`src/rtl/vit_3by4_dec_sched_pkg.sv`:
```
// Shared types for the 3/4 Viterbi frame scheduler: FSM states and tag/bank types.
// Widths here match the default scheduler configuration.
package vit_3by4_dec_sched_pkg;

    localparam int cTAG_W    = 4;
    localparam int cBANK_NUM = 2;
    localparam int cBANK_W   = $clog2(cBANK_NUM);

    typedef enum logic [1:0] {
        ST_IDLE  = 2'd0,
        ST_RUN   = 2'd1,
        ST_DRAIN = 2'd2
    } state_t;

    typedef logic [cTAG_W-1:0]  tag_t;
    typedef logic [cBANK_W-1:0] bank_t;

endpackage

```
`src/rtl/vit_3by4_dec_bank_alloc.sv`:
```
// Traceback bank free mask with lowest-index-free priority encoder.
// Latency: allocation and release take effect on the next clock edge.
// Backpressure: none; any_free tells the scheduler whether a frame may start.
module vit_3by4_dec_bank_alloc #(
    parameter  int pBANK_NUM = 2,
    localparam int cBANK_W   = $clog2(pBANK_NUM)
) (
    input  logic                 iclk,
    input  logic                 ireset,
    input  logic                 iclkena,
    input  logic                 alloc,
    input  logic [pBANK_NUM-1:0] rel,
    output logic                 any_free,
    output logic [cBANK_W-1:0]   low_free
);

    logic [pBANK_NUM-1:0] fm;
    logic [pBANK_NUM-1:0] alloc_oh;

    // Scan from the top down so the lowest free index wins.
    always_comb begin
        low_free = '0;
        for (int i = pBANK_NUM - 1; i >= 0; i--) begin
            if (fm[i]) low_free = cBANK_W'(i);
        end
    end

    always_comb begin
        alloc_oh = '0;
        if (alloc) alloc_oh[low_free] = 1'b1;
    end

    assign any_free = |fm;

    // Allocation chooses from the current mask, so a same-cycle release of that
    // bank (already free) cannot resurrect it.
    always_ff @(posedge iclk or negedge ireset) begin
        if (!ireset) begin
            fm <= '1;
        end else if (iclkena) begin
            fm <= (fm | rel) & ~alloc_oh;
        end
    end

endmodule

```
`src/rtl/vit_3by4_dec_rp_sched.sv`:
```
// Frame scheduler in front of the 3/4 Viterbi recursive processor.
// Latency: 1 cycle idat->odat, framing/tag/bank aligned with odat.
// Backpressure: oready low in IDLE while no traceback bank is free, or when iclkena is low.
module vit_3by4_dec_rp_sched
    import vit_3by4_dec_sched_pkg::*;
#(
    parameter  int pTAG_W    = 4,
    parameter  int pDAT_W    = 32,
    parameter  int pLEN_W    = 12,
    parameter  int pBANK_NUM = 2,
    localparam int cBANK_W   = $clog2(pBANK_NUM)
) (
    input  logic                 iclk,
    input  logic                 ireset,
    input  logic                 iclkena,
    input  logic [pLEN_W-1:0]    ilen,
    input  logic                 isop,
    input  logic                 ival,
    input  logic                 ieop,
    input  logic [pTAG_W-1:0]    itag,
    input  logic [pDAT_W-1:0]    idat,
    input  logic [pBANK_NUM-1:0] ibank_free,
    output logic                 oready,
    output logic                 osop,
    output logic                 oval,
    output logic                 oeop,
    output logic [pTAG_W-1:0]    otag,
    output logic [cBANK_W-1:0]   obank,
    output logic [pDAT_W-1:0]    odat,
    output logic                 oerr,
    output logic                 obusy
);

    state_t              state;
    logic [pLEN_W-1:0]   cnt;
    logic [pLEN_W-1:0]   len_last;
    logic                any_free;
    logic [cBANK_W-1:0]  low_free;
    logic                xfer;
    logic                alloc;
    logic                is_last;

    assign oready  = ireset & iclkena & ((state != ST_IDLE) | any_free);
    assign xfer    = ival & oready;
    assign alloc   = xfer & isop & (state == ST_IDLE);
    assign is_last = (cnt == len_last);
    assign obusy   = (state != ST_IDLE);

    vit_3by4_dec_bank_alloc #(.pBANK_NUM(pBANK_NUM)) u_bank_alloc (
        .iclk     (iclk),
        .ireset   (ireset),
        .iclkena  (iclkena),
        .alloc    (alloc),
        .rel      (ibank_free),
        .any_free (any_free),
        .low_free (low_free)
    );

    // cnt holds the index of the next symbol within the frame; the sop symbol is index 0.
    always_ff @(posedge iclk or negedge ireset) begin
        if (!ireset) begin
            state    <= ST_IDLE;
            cnt      <= '0;
            len_last <= '0;
            oval     <= 1'b0;
            osop     <= 1'b0;
            oeop     <= 1'b0;
            oerr     <= 1'b0;
            otag     <= '0;
            obank    <= '0;
            odat     <= '0;
        end else if (iclkena) begin
            oval <= 1'b0;
            osop <= 1'b0;
            oeop <= 1'b0;
            oerr <= 1'b0;
            if (xfer) begin
                unique case (state)
                    ST_IDLE: begin
                        if (isop) begin
                            oval     <= 1'b1;
                            osop     <= 1'b1;
                            oeop     <= ieop;
                            oerr     <= ieop;
                            otag     <= itag;
                            obank    <= low_free;
                            odat     <= idat;
                            len_last <= (ilen < pLEN_W'(2)) ? pLEN_W'(1) : ilen - pLEN_W'(1);
                            cnt      <= pLEN_W'(1);
                            state    <= ieop ? ST_IDLE : ST_RUN;
                        end else begin
                            oerr <= 1'b1;
                        end
                    end
                    ST_RUN: begin
                        oval <= 1'b1;
                        odat <= idat;
                        if (ieop) begin
                            oeop  <= 1'b1;
                            oerr  <= isop | ~is_last;
                            state <= ST_IDLE;
                        end else if (is_last) begin
                            oeop  <= 1'b1;
                            oerr  <= 1'b1;
                            state <= ST_DRAIN;
                        end else begin
                            oerr <= isop;
                            cnt  <= cnt + pLEN_W'(1);
                        end
                    end
                    ST_DRAIN: begin
                        if (ieop) state <= ST_IDLE;
                    end
                    default: state <= ST_IDLE;
                endcase
            end
        end
    end

endmodule

```
`config.mk`:
```
export PLATFORM = sky130hd
export DESIGN_NAME = vit_3by4_dec_rp_sched
export DESIGN_NICKNAME = d
export VERILOG_FILES = /design/src/rtl/vit_3by4_dec_sched_pkg.sv /design/src/rtl/vit_3by4_dec_bank_alloc.sv /design/src/rtl/vit_3by4_dec_rp_sched.sv
export SDC_FILE = /design/constraint.sdc
export NUM_CORES = 1
export LEC_CHECK = 0
export BUFFER_PORTS_ARGS = -buffer_cell sky130_fd_sc_hd__buf_2
export CAP_MARGIN = 20
export CORE_ASPECT_RATIO = 0.75
export CORE_MARGIN = 2
export CORE_UTILIZATION = 45
export CTS_CLUSTER_DIAMETER = 40
export DETAILED_ROUTE_END_ITERATION = 7
export HOLD_SLACK_MARGIN = 0.05
export PLACE_DENSITY_LB_ADDON = 0.12
export SLEW_MARGIN = 15
export SYNTH_ARGS = -nofsm -noshare
export SYNTH_HDL_FRONTEND = slang
export SYNTH_SLANG_ARGS = --single-unit
```
`constraint.sdc`:
```
create_clock -name iclk -period 3.1 [get_ports iclk]
set_input_delay 0.93 -clock iclk [delete_from_list [all_inputs] [get_ports iclk]]
set_output_delay 0.93 -clock iclk [all_outputs]
set_load 0.01 [all_outputs]
```
Word level (Yosys, flattened, before mapping)
Index checks and enable logic that the tools add are counted.
{ "word_totals": {"word_cells": 77, "reg_bits": 69, "output_inout_bits": 43} }
{ "op_classes": {"n_addsub": 2, "order_cmp": 3, "n_eq_ne": 8, "reduce_logical": 9, "n_mux": 33, "bitwise": 11} }
{ "ops": {"columns": ["operator", "n"], "rows": [
  ["$pmux W32 S2", 1],
  ["$mux W12", 4],
  ["$mux W32", 1],
  ["$pmux W12 S2", 1],
  ["$mux W1", 16],
  ["$add A12 B1 Y12 const B", 1],
  ["$eq A12 B12 Y1", 1],
  ["$lt A12 B2 Y1 const B", 1],
  ["$sub A12 B1 Y12 const B", 1],
  ["$mux W2", 5],
  ["$ne A2 B2 Y1 const B", 4],
  ["$reduce_and A4 Y1", 2],
  ["$pmux W1 S2", 3],
  ["$pmux W2 S3", 1],
  ["$reduce_and A6 Y1", 1],
  ["$and A1 B1 Y1", 5],
  ["$reduce_and A5 Y1", 1],
  ["$reduce_bool A2 Y1", 2],
  ["$ne A3 B3 Y1 const B", 1],
  ["$and A2 B2 Y2", 1],
  ["$eq A2 B1 Y1 const B", 1],
  ["$eq A2 B2 Y1 const B", 1],
  ["$logic_not A2 Y1", 1],
  ["$lt A1 B2 Y1 const B", 1],
  ["other kinds (8)", 9]
]} }

Logic depth before layout (Yosys ltp)
{ "depth": {"word_depth": 9, "depth_mapped": 9} }

Hierarchy
Synthesis repeated with hierarchy kept, for this count alone.
{ "hier_totals": {"cells_unflattened": 318, "hier_area_um2": 3483.3} }
{ "modules_own_cells": {"columns": ["mod", "area_per_inst_um2", "instances", "cells_per_inst"], "rows": [
  ["vit_3by4_dec_rp_sched", 3372.0, 1, 306],
  ["vit_3by4_dec_bank_alloc", 111.4, 1, 12]
]} }

Worst setup path before layout
OpenSTA, ideal clock, no wires.
{ "synth_path": {"path_kind": "input to register", "startpoint": "input port ilen[6]", "endpoint": "register len_last[10]", "path_slack_ns": 0.600, "setup_ns": 0.082, "t_required_ns": 3.018, "path_stages": 4, "arrival_time_ns": 2.418, "path_cell_list": "or3_4 > or4_4 > or4_1 > a31oi_1"} }
{ "synth_via": {"elab_chain_len": 2} }
{ "synth_lines": {"columns": ["element", "line_no", "source"], "rows": [
  ["from (decl)", "vit_3by4_dec_rp_sched.sv:16", "input logic [pLEN_W-1:0] ilen,"],
  ["$sub A12 B1 Y12 or $lt A12 B2 Y1 (tied branches)", "vit_3by4_dec_rp_sched.sv:88", "len_last <= (ilen < pLEN_W'(2)) ? pLEN_W'(1) : ilen - pLEN_W'(1);"],
  ["$mux W12 *", "vit_3by4_dec_rp_sched.sv:88", null],
  ["to (signal assigned)", "vit_3by4_dec_rp_sched.sv:88", null],
  ["to (decl)", "vit_3by4_dec_rp_sched.sv:36", "logic [pLEN_W-1:0] len_last;"]
]} }
Mark *: on every way between the ends. The rest lies on a longest branch, timed or not.
A chain may end at the register's enable or synchronous reset.

Worst setup path after layout
{ "layout_path": {"startpoint": "register state[1]", "endpoint": "output port oready"} }
{ "layout_via": {"elab_chain_len": 3} }
{ "layout_lines": {"columns": ["element", "line_no", "source"], "rows": [
  ["from (decl)", "vit_3by4_dec_rp_sched.sv:34", "state_t state;"],
  ["from (signal assigned)", "vit_3by4_dec_rp_sched.sv:90", "state <= ieop ? ST_IDLE : ST_RUN;"],
  ["$reduce_bool A2 Y1", "vit_3by4_dec_rp_sched.sv:43", "assign oready = ireset & iclkena & ((state != ST_IDLE) | any_free);"],
  ["$or A1 B1 Y1", "vit_3by4_dec_rp_sched.sv:43", null],
  ["$and A1 B1 Y1", "vit_3by4_dec_rp_sched.sv:43", null],
  ["to (decl)", "vit_3by4_dec_rp_sched.sv:23", "output logic oready,"]
]} }
No other way between the ends.

==> results.ini <==
[timing]
fin_tns_setup_ns=0
slew_violations=0
fmax_mhz=389
fin_crit_ns=2.57
slew_headroom_pct=40.7
fin_ws_ns=0.530
grt_setup_unrepaired=false
setup_viol=0
hold_viol=0
post-route-period-util_pct=82.9
clock_skew_ns=0.00510
worst_pin_slew_ns=0.890
holdWs_ns=0.483

[synth]
synthCells=299
synth_seq_cells=69
synthAdderAreaFrac_pct=1.15
synth_xor_area_share_pct=5.09
yosys_warnings=0
netlist_area_mm2=0.00327
synth_top_area_cell=dfrtp_1
syn_nets=358
yosysSeqAreaShare_pct=52.8
postSynthAreaPerCell_um2=10.9
synth_top_area_share_pct=51.2
synth.area.mux_share_pct=11.9
synth_compound_area_share_pct=12.8
synth-simple-area-share_pct=13.4
ys_top_cells_by_area=dfrtp_1, mux2_2, xnor2_1, nand2_1, o21ai_0
synth.distinct_cells=41
synth_top_family_by_area=simple AND/OR/NAND/NOR gates

[outcome]
status=complete, no violations

[power_and_ir_drop]
peakVddDrop_mv=0.362
p_per_area_mw_per_mm2=768
power_leakage_nw=1.92
p_total_mw=3.12

[clocking]
clock_latency_ns=0.34
clk_pin_slew_worst_paths_ns=0.08
htreeDepth=3
cts_hold_repair.buffers=0
cts_resized=0
cts-root-buf=clkbuf_8
clock-sinks=69
cts_post_setup_buffers_inserted=0
ctsLongestPathBuffers=2
cts_tree=built
numCtsBuffers=9

[die]
core_area_mm2=0.00693
die_y_um=77.8
die_w_um=102
ioPinCount=99
die_area_mm2=0.00798
start_util_pct=47.2
rows=26

[setup_path]
cp_slowest_cell=dfrtp_1
reg2reg_depth=4
cp-start-kind=flip-flop
crit_fanout=14
regToRegSetupSlack_ns=0.79
crit_chain=inv_1, a31oi_1, buf_2
worstSetupPathType=reg2out
crit_arrival_ns=1.64
cp.required_ns=2.17
endpoint_kind=primary output
slowest_delay_ns=0.63

[placed_design]
dp.cells=487
port_buffers=98
place.detailed.hpwl_um=5490
globalplace.congestion=0.863
detailedPlace.worstSlack_ns=0.420
place_area_mm2=0.00387

[finish]
nNetsFinal=459
drive_gt1_share_pct=38.9
multi_input_area_mm2=0.00145
final_cell_count_no_fill=502
stdcell_area_mm2=0.00406
fin_util_pct=58.5
n_fill_cell=607
antennaDiodeCount=0
flow.area_growth_from_synthesis_pct=24.0
seq_area_mm2=0.00173

[flow_run]
maxCapViolCount=0

[route]
ant_nets=0
vias=2660
first_pass_iters=4
drc=0
wire_per_inst_um=14.9
via_per_inst=5.30
routed_wl_um=7470
drt_iter0_markers=132

[global_route]
track_usage_pct=19.9
grt_pass1_vias=2517
grt_pass1_wl_um=12300
grt_max_degree=58
antenna_found_initial=0
overflow=0

[hold_path]
hp-class=reg2reg
whs_path_depth=2

==> kinds of logic (layout without fill, tap and decap cells) <==
logic type | after synthesis | in the layout
xor+xnor | 19 | 19
fa+ha+maj | 3 | 3
simple gates | 89 | 89
flops | 69 | 69
compound gates | 61 | 61
buf+inv | 23 | 128
mux | 35 | 35
==> cells in the final DEF, fill, tap and decap left out, drive strengths merged, types with 3 or more instances in the layout <==
| cell type | instances |
|---|---|
| nand4 | 8 |
| a21o | 5 |
| nor2 | 16 |
| or4 | 3 |
| clkinv | 4 |
| a21oi | 11 |
| ha | 3 |
| clkbuf | 9 |
| nand3 | 8 |
| buf | 103 |
| dfrtp | 67 |
| o311ai | 8 |
| or3 | 3 |
| o21ai | 16 |
| nand2 | 31 |
| o31ai | 7 |
| nor3 | 9 |
| mux2 | 32 |
| inv | 10 |
| nor4 | 3 |
| mux2i | 3 |
| a31oi | 5 |
| xnor2 | 18 |
==> flip-flops by register name, indices dropped and copies added (netlist names) <==
signal           flops
state                2
oeop                 1
u_bank_alloc.fm      2
odat                32
cnt                 12
otag                 4
obank                1
oerr                 1
len_last            12
osop                 1
oval                 1
==> worst max-delay path: cells and delay by family, from the launching register on <==
kind                   cells  cell delay (ns)
buffers and inverters      2             0.36
AOI/OAI and AO/OA          1             0.31
DFF                        1             0.63
==> layout make-up <==
cell class	count	share of cell area, %
timing repair buffer	103	13.0
tap	98	3.02
inverter	10	0.925
sequential	69	42.6
clock buffer	9	3.05
clock inverter	6	1.60
multi-input combinational	207	35.7
==> cells in the mapped netlist, drive strengths merged <==
| cell type | number |
|---|---|
| a211o | 1 |
| a21o | 5 |
| a21oi | 11 |
| a22o | 1 |
| a311o | 1 |
| a311oi | 1 |
| a31oi | 5 |
| and2 | 2 |
| and3 | 2 |
| buf | 5 |
| clkbuf | 8 |
| dfrtp | 67 |
| dfstp | 2 |
| ha | 3 |
| inv | 10 |
| mux2 | 32 |
| mux2i | 3 |
| nand2 | 31 |
| nand2b | 2 |
| nand3 | 8 |
| nand4 | 8 |
| nand4b | 1 |
| nor2 | 16 |
| nor3 | 9 |
| nor4 | 3 |
| o21ai | 16 |
| o22a | 1 |
| o22ai | 1 |
| o2bb2ai | 1 |
| o311ai | 8 |
| o31ai | 7 |
| o41ai | 2 |
| or2 | 1 |
| or3 | 3 |
| or4 | 3 |
| xnor2 | 18 |
| xor2 | 1 |
==> report_power, final <==
part           internal (mW)  leakage, nW  total (mW)  switching [mW]
Combinational          0.501        0.956       0.967           0.466
Sequential              1.23        0.869        1.44           0.210
Clock                  0.367       0.0950       0.711           0.344
==> per-layer routing <==
metal / wire, µm / part of all wire [%] / track usage, % / vias up
met5: 0 / 0 / 0 / -
met4: 178 / 2.4 / 9.07 / 0
li1: - / - / - / 1289
met3: 413 / 5.5 / 4.68 / 13
met1: 3510 / 47 / 27.8 / 1265
met2: 3370 / 45 / 29.3 / 93
==> worst paths after layout <==
check / from / endpoint
hold / removal: otag[2] / otag[2]
max in group asynchronous: ireset / odat[0]
setup / recovery: state[1] / oready
min in group asynchronous: ireset / oeop
hold reg to reg: otag[2] / otag[2]
setup reg to reg: state[1] / cnt[5]
Power figures use the tool's default switching activity.
